### config.mk
export PLATFORM = sky130hd
export DESIGN_NAME = keypad_debouncer
export DESIGN_NICKNAME = d
export VERILOG_FILES = /design/src/rtl/keypad_pkg.sv /design/src/rtl/keypad_decoder.sv /design/src/rtl/keypad_debouncer.sv
export SDC_FILE = /design/constraint.sdc
export NUM_CORES = 1
export LEC_CHECK = 0
export CAP_MARGIN = 20
export CORE_MARGIN = 2
export CORE_UTILIZATION = 60
export CTS_CLUSTER_SIZE = 24
export DETAILED_ROUTE_END_ITERATION = 7
export GPL_TIMING_DRIVEN = 0
export PLACE_DENSITY = 0.93
export SLEW_MARGIN = 20
export SYNTH_ARGS = -nofsm -noshare
export SYNTH_HDL_FRONTEND = slang
export SYNTH_SLANG_ARGS = --single-unit
### constraint.sdc
create_clock -name clk -period 6.4 [get_ports clk]
set_input_delay 1.28 -clock clk [delete_from_list [all_inputs] [get_ports clk]]
set_output_delay 1.28 -clock clk [all_outputs]
set_load 0.01 [all_outputs]
### src/rtl/keypad_pkg.sv
// Shared types and constants for the keypad debouncer.
// Holds the FSM state encoding, the 4x4 key map and one-hot helpers.
package keypad_pkg;

    typedef enum logic [1:0] {
        IDLE       = 2'd0,
        DB_PRESS   = 2'd1,
        HELD       = 2'd2,
        DB_RELEASE = 2'd3
    } state_t;

    // Indexed by {row, col}; entry 0 (rightmost) is row 0 / col 0.
    localparam logic [15:0][3:0] KEY_MAP = {
        4'hD, 4'hF, 4'h0, 4'hE,
        4'hC, 4'h9, 4'h8, 4'h7,
        4'hB, 4'h6, 4'h5, 4'h4,
        4'hA, 4'h3, 4'h2, 4'h1
    };

    function automatic logic is_onehot4(input logic [3:0] v);
        return (v != 4'd0) && ((v & (v - 4'd1)) == 4'd0);
    endfunction

    function automatic logic [1:0] onehot_index(input logic [3:0] v);
        logic [1:0] idx;
        idx = 2'd0;
        for (int i = 0; i < 4; i++) begin
            if (v[i]) idx = 2'(i);
        end
        return idx;
    endfunction

endpackage

### src/rtl/keypad_decoder.sv
// Maps a scanner code (one-hot column in [7:4], one-hot row in [3:0]) to a hex digit.
// Purely combinational; valid is low unless both nibbles are one-hot.
// No flow control: output follows input in the same cycle.
module keypad_decoder
    import keypad_pkg::*;
(
    input  logic [7:0] code,
    output logic [3:0] digit,
    output logic       valid
);

    assign valid = is_onehot4(code[3:0]) && is_onehot4(code[7:4]);
    assign digit = KEY_MAP[{onehot_index(code[3:0]), onehot_index(code[7:4])}];

endmodule

### src/rtl/keypad_debouncer.sv
// Debounces keypad presses/releases and emits one keyvalid pulse per accepted key.
// Latency: keyvalid rises DEBOUNCE_CYCLES cycles after the press is captured.
// Backpressure: none; stopscan holds the scanner still while a key is being tracked.
module keypad_debouncer
    import keypad_pkg::*;
#(
    parameter int DEBOUNCE_CYCLES = 50000
) (
    input  logic       clk,
    input  logic       reset,
    input  logic       rowpressed,
    input  logic [7:0] currentpress,
    output logic       stopscan,
    output logic       keyvalid,
    output logic [3:0] keydigit,
    output logic [3:0] newdigit,
    output logic [3:0] olddigit
);

    localparam int CW = $clog2(DEBOUNCE_CYCLES);
    localparam logic [CW-1:0] CNT_MAX = CW'(DEBOUNCE_CYCLES - 1);

    state_t          state, state_nx;
    logic [CW-1:0]   cnt, cnt_nx;
    logic [7:0]      presscode, presscode_nx;
    logic            accept;
    logic [3:0]      dec_digit;
    logic            dec_valid;

    keypad_decoder u_decoder (
        .code  (presscode),
        .digit (dec_digit),
        .valid (dec_valid)
    );

    always_comb begin
        state_nx     = state;
        cnt_nx       = cnt;
        presscode_nx = presscode;
        accept       = 1'b0;
        case (state)
            IDLE: begin
                if (rowpressed) begin
                    presscode_nx = currentpress;
                    cnt_nx       = '0;
                    state_nx     = DB_PRESS;
                end
            end
            DB_PRESS: begin
                // A malformed code is rejected exactly like a bounce.
                if (!rowpressed || (currentpress != presscode) || !dec_valid) begin
                    state_nx = IDLE;
                end else if (cnt == CNT_MAX) begin
                    state_nx = HELD;
                    accept   = 1'b1;
                end else begin
                    cnt_nx = cnt + 1'b1;
                end
            end
            HELD: begin
                if (!rowpressed) begin
                    cnt_nx   = '0;
                    state_nx = DB_RELEASE;
                end
            end
            DB_RELEASE: begin
                if (rowpressed) begin
                    state_nx = HELD;
                end else if (cnt == CNT_MAX) begin
                    state_nx = IDLE;
                end else begin
                    cnt_nx = cnt + 1'b1;
                end
            end
            default: state_nx = IDLE;
        endcase
    end

    always_ff @(posedge clk) begin
        if (reset) begin
            state     <= IDLE;
            cnt       <= '0;
            presscode <= '0;
            stopscan  <= 1'b0;
            keyvalid  <= 1'b0;
            keydigit  <= '0;
            newdigit  <= '0;
            olddigit  <= '0;
        end else begin
            state     <= state_nx;
            cnt       <= cnt_nx;
            presscode <= presscode_nx;
            stopscan  <= (state_nx != IDLE);
            keyvalid  <= accept;
            if (accept) begin
                keydigit <= dec_digit;
                newdigit <= dec_digit;
                olddigit <= newdigit;
            end
        end
    end

endmodule

# After elaboration in Yosys (flattened, before gate mapping)
# Memories as Yosys holds them, arrays and structs flattened. A register that Yosys moved wholly into a read port is not among the register bits.
# Cells that the tools add are included.
# totals
reg_bits,32
romBits,64
in_bits,11
out_inout_bits,14
elab_cells,58
memories,1
# classes
n_addsub,3
eq_ne,9
mux,22
n_bitwise,2
reduce_logical,15
# mem_list
memory,words,width,read_ports,rd_clocked_by_memory_dff,wr,line_no,source
(no name shown),16,4,1,1,0,keypad_decoder.sv:13,"assign digit = KEY_MAP[{onehot_index(code[3:0]), onehot_index(code[7:4])}];"
# op_table
cell,n
$mux W16,5
$pmux W16 S4,1
$mux W2,10
$add A16 B1 Y16 const B,1
$eq A16 B16 Y1 const B,1
$and A4 B4 Y4,2
$logic_not A4 Y1,2
$ne A2 B2 Y1 const B,4
$ne A8 B8 Y1,1
$pmux W2 S4,1
$reduce_bool A4 Y1,2
$sub A4 B1 Y4 const B,2
$mux W1,5
$eq A2 B2 Y1 const B,2
$reduce_and A4 Y1,1
$logic_and A1 B1 Y1,3
$eq A2 B1 Y1 const B,1
$logic_not A1 Y1,2
$logic_not A2 Y1,1
$logic_or A1 B1 Y1,2
$reduce_and A2 Y1,1
$reduce_bool A2 Y1,1

# Longest topological paths before layout
# logic_depth
ltp_word,10
depth_mapped,9
mapped_depth_nobuf,9

# Cells and area by module
# A second synthesis with hierarchy kept.
# unflattened
hier_cells,256
hier_area_um2,2197.1
# by_module_without_submodules
module,n_inst,cells_per_inst,area_each_um2,seq_area_each_um2
keypad_debouncer,1,218,1901.8,720.7
keypad_decoder,1,38,295.3,0.0

# Least setup slack after synthesis
# OpenSTA, ideal clock, no wires.
# synth_path
path_type,in2reg
from,input port rowpressed
to,register cnt[5]
setup_time_ps,69
arrival_time_ps,3002
t_required_ps,6331
setup_slack_ps,3329
path_stages,9
path_buffers,3
path_cell_list,clkbuf_1 -> nor2b_1 -> nor2b_1 -> buf_2 -> o21ai_2 -> or2_2 -> buf_2 -> a2111o_1 -> o21ai_1
# synth_between
elab_chain_len,5
word_cells_on_any_way,8
cone_classes,eq/ne (4); reduce/logical (4)
# synth_lines
item,line_no,source
"start, declared",keypad_debouncer.sv:11,"input logic rowpressed,"
$logic_not A1 Y1,n/a,
$logic_or A1 B1 Y1 (2 in series),keypad_debouncer.sv:51,if (!rowpressed || (currentpress != presscode) || !dec_valid) begin
$ne A2 B2 Y1 (no line),n/a,
$reduce_and A4 Y1 (no line) *,n/a,
"end signal, assigned",keypad_debouncer.sv:91,cnt <= cnt_nx;
"end, declared",keypad_debouncer.sv:24,"logic [CW-1:0] cnt, cnt_nx;"
# Every way passes the cells marked *; elsewhere a longest branch is shown, timed or not.
# A chain may end at the register's enable or synchronous reset.

# Worst setup path after layout
# layout_path
from,input port currentpress[5]
to,register cnt[14]
# layout_between
elab_chain_len,5
# layout_lines
item,line_no,source
"start, declared",keypad_debouncer.sv:12,"input logic [7:0] currentpress,"
$ne A8 B8 Y1,keypad_debouncer.sv:51,
$logic_or A1 B1 Y1 (2 in series),keypad_debouncer.sv:51,
$ne A2 B2 Y1 (no line),n/a,
$reduce_and A4 Y1 (no line),n/a,
# Every way passes these cells.

==> metrics.txt <==
# TYPE chip_impl_metric gauge
chip_impl_info{name="run_status",value="complete, no violations"} 1
chip_impl_info{name="clock-root-buffer",value="clkbuf_4"} 1
chip_impl_metric{name="grt_pass1_wl",unit="mm"} 8.87
chip_impl_metric{name="port_buffers",unit=""} 23
chip_impl_metric{name="synthesis.area_per_instance",unit="um2"} 8.21
chip_impl_metric{name="syn-cell-area",unit="um2"} 2190
chip_impl_info{name="crit_path_start_kind",value="primary input"} 1
chip_impl_metric{name="dp_hpwl",unit="mm"} 3.71
chip_impl_metric{name="track_usage",unit=""} 0.271
chip_impl_metric{name="chipHeight",unit="um"} 64.4
chip_impl_info{name="crit_path_top_delay_cell",value="or4b_2"} 1
chip_impl_metric{name="drcViolationCount",unit=""} 0
chip_impl_metric{name="rr_worst_depth",unit=""} 7
chip_impl_metric{name="hold_viol",unit=""} 0
chip_impl_metric{name="cts_inserted_buffers",unit=""} 5
chip_impl_info{name="rr_startpoint",value="presscode[2]"} 1
chip_impl_info{name="r2r-end",value="cnt[14]"} 1
chip_impl_metric{name="worst_skew_pair.late_latency",unit="ps"} 350
chip_impl_info{name="synth_top_flop_cell",value="dfxtp_1"} 1
chip_impl_info{name="top_usage_layer",value="met2"} 1
chip_impl_metric{name="path_clk_slew",unit="ps"} 100
chip_impl_metric{name="first_global_vias",unit=""} 1948
chip_impl_metric{name="worst_hold_slack",unit="ps"} 504
chip_impl_metric{name="postCtsSetupRepairBufs",unit=""} 0
chip_impl_metric{name="post_synthesis_net_count",unit=""} 284
chip_impl_metric{name="fp.dieArea",unit="um2"} 4150
chip_impl_metric{name="cp_data_arrival_time",unit="ps"} 3810
chip_impl_info{name="min_path_type",value="flip-flop to flip-flop"} 1
chip_impl_metric{name="gp_routability_congestion",unit=""} 0.883
chip_impl_metric{name="fmax",unit="MHz"} 283
chip_impl_metric{name="fin_crit_sh",unit=""} 0.551
chip_impl_metric{name="antennaDiodeCount",unit=""} 0
chip_impl_info{name="crit_type",value="primary input to flip-flop"} 1
chip_impl_metric{name="critical_path_required",unit="ps"} 6690
chip_impl_metric{name="initialDrtViolationCount",unit=""} 166
chip_impl_metric{name="postSynthCellCount",unit=""} 267
chip_impl_info{name="final_cell_mix",value="dfxtp_1, nor2_1, nand2_1, a21oi_1, clkdlybuf4s50_1"} 1
chip_impl_info{name="cts_tree",value="built"} 1
chip_impl_metric{name="whs_path_depth",unit=""} 2
chip_impl_metric{name="max_slew.worst_pin.slew",unit="ps"} 659
chip_impl_metric{name="grt_start_max_net_pins",unit=""} 11
chip_impl_info{name="ys_top_cells_by_area",value="dfxtp_1, mux2i_1, a21oi_1"} 1
chip_impl_info{name="setup_repair_after_global_routing_missed_its_margin",value="false"} 1
chip_impl_metric{name="ff2ff_setup_slack",unit="ps"} 3640
chip_impl_metric{name="via_count",unit=""} 2074
chip_impl_info{name="crit_path_end_kind",value="flip-flop"} 1
chip_impl_metric{name="flow.area_growth_from_synthesis",unit="%"} 16.1
chip_impl_metric{name="post_cts_resize_count",unit=""} 0
chip_impl_metric{name="synth_enable_flop_cells",unit=""} 0
chip_impl_metric{name="fin_worst_skew",unit="ps"} 7.54
chip_impl_metric{name="slew_viol_final",unit=""} 0
chip_impl_metric{name="met1_usage",unit=""} 0.338
chip_impl_metric{name="core_area",unit="um2"} 3420
chip_impl_info{name="min_delay_worst_endpoint",value="olddigit[3]"} 1
chip_impl_metric{name="critPathMaxStageDelay",unit="ps"} 680
chip_impl_info{name="path_common_cell",value="a21oi_1"} 1
chip_impl_info{name="crit_chain",value="clkdlybuf4s50_1 > nor4bb_1 > a21oi_1 > nor4_1 > a32oi_1 > or4b_2 > a21oi_1"} 1
chip_impl_metric{name="first_pass_iters",unit=""} 4
chip_impl_metric{name="finalPower",unit="W"} 0.000434
chip_impl_metric{name="synth_async_sr_flop_share",unit=""} 0
chip_impl_metric{name="initial_utilization",unit=""} 0.642
chip_impl_info{name="worstHoldStart",value="olddigit[3]"} 1
chip_impl_metric{name="final_net_count",unit=""} 314
chip_impl_metric{name="postRouteWirelength",unit="mm"} 5.05
chip_impl_metric{name="timing.final.crit_period",unit="ps"} 3530
chip_impl_metric{name="p_leak",unit="nW"} 0.922
chip_impl_metric{name="clock_tree.buffer_depth",unit=""} 2
chip_impl_metric{name="pin_count",unit=""} 25
chip_impl_metric{name="antenna_violations_before_repair",unit=""} 0
chip_impl_metric{name="synth_seq_cells",unit=""} 36
chip_impl_metric{name="overflow",unit=""} 0
chip_impl_metric{name="power_per_cell_area",unit="nW/um2"} 171
chip_impl_info{name="mostFrequentLayoutCell",value="dfxtp_1"} 1
chip_impl_metric{name="die-width",unit="um"} 64.4
chip_impl_metric{name="seq_area_frac_synth",unit=""} 0.329
chip_impl_metric{name="h-tree-depth",unit=""} 2
chip_impl_metric{name="ys_warn_count",unit=""} 0
chip_impl_info{name="synthDominantAreaCellType",value="dfxtp_1"} 1
chip_impl_metric{name="drive_above_1_share",unit=""} 0.101
chip_impl_metric{name="drtAntennaViolNets",unit=""} 0
chip_impl_metric{name="avgRoutedWirePerCell",unit="um"} 14.7
chip_impl_metric{name="final-setup-viol-count",unit=""} 0
chip_impl_metric{name="finalWorstSetupSlack",unit="ps"} 2870
chip_impl_metric{name="rows",unit=""} 21
chip_impl_metric{name="vdd_drop_max",unit="mV"} 0.131
chip_impl_metric{name="yosysTopAreaCellShare",unit=""} 0.329
chip_impl_metric{name="critPathMaxFanout",unit=""} 3
chip_impl_metric{name="max-slew-margin-rel",unit=""} 0.555
chip_impl_metric{name="place_ws",unit="ps"} 2560
chip_impl_metric{name="grt.met2_usage",unit=""} 0.436
chip_impl_metric{name="postCtsHoldBufs",unit=""} 0
chip_impl_metric{name="cts_num_sinks",unit=""} 36
chip_impl_metric{name="synth_cell_types",unit=""} 57
chip_impl_metric{name="detail_route.vias_per_cell",unit=""} 6.05
chip_impl_metric{name="cap_violations",unit=""} 0
chip_impl_metric{name="globalRouteMet3Util",unit=""} 0.0781
chip_impl_metric{name="setup_total_negative_slack",unit="ps"} 0
-- registers in the layout (all words and copies together) (netlist names) --
signal / flops
cnt: 16
keyvalid: 1
newdigit: 4
olddigit: 4
presscode: 8
state: 2
stopscan: 1
-- worst max-delay path by stage --
stage	slack (ps)	end	start	cells after the start
floorplan	3330	cnt[5]	rowpressed	9
detailed placement	2560	cnt[14]	currentpress[6]	7
global route	2660	cnt[6]	currentpress[5]	8
finish	2870	cnt[14]	currentpress[5]	7
CTS	2940	cnt[14]	currentpress[5]	7
global placement	2650	cnt[14]	currentpress[6]	7
-- kinds of logic (layout without fill, tap and decap cells) --
group,after synthesis,in the layout,share of synthesized area
AO/OA/AOI/OAI,58,58,0.176
adder cells (fa/ha/maj),6,6,0.0342
flip-flops,36,36,0.329
XOR/XNOR,5,5,0.0200
buffers and inverters,23,53,0.0508
multiplexers,17,17,0.0776
AND/OR/NAND/NOR,122,122,0.313
-- power by group --
group	internal (W)	total [W]	switching, W
clock network	0.0000622	0.000137	0.0000746
logic	0.0000271	0.0000650	0.0000379
registers	0.000228	0.000232	0.00000447
-- metal layers --
layer,vias up,wire length [um]
met5,-,0
li1,1036,-
met4,0,55
met2,66,2380
met3,7,275
met1,965,2330
-- synth_stat cells, types with 2 or more instances --
library cell	instances
a211o_1	2
a211oi_1	4
a21o_1	3
a21oi_1	23
a41o_1	2
and2_1	3
and3_1	4
and4_1	2
buf_2	2
buf_4	4
clkbuf_1	9
dfxtp_1	36
ha_1	6
inv_1	7
mux2i_1	17
nand2_1	24
nand3_1	8
nand4_1	8
nand4b_1	2
nor2_1	27
nor2b_1	7
nor3_1	2
nor3b_1	2
nor4_1	3
nor4b_1	2
o21ai_0	8
o31ai_1	2
or2_2	8
or3_1	5
or4_1	4
xnor2_1	5
-- critical path: cells and delay by family --
kind	cells	cell delay, ps
simple gates	3	1540
compound gates	3	540
buf+inv	1	460
-- through the flow --
step,std cells,cell area (um2),util
finish,343,2540,0.745
CTS,343,2540,0.745
global placement,336,2480,0.726
floorplan,267,2190,-
detailed placement,336,2480,0.726
global route,343,2540,0.745
-- cell type report --
cell class,count,area [um2]
fill,238,871
buffer,16,85.1
clock buffer,7,65.1
inverter,7,26.3
multi-input combinational,208,1360
sequential,36,721
timing repair buffer,23,230
tap,46,57.6
Power figures use the tool's default switching activity.
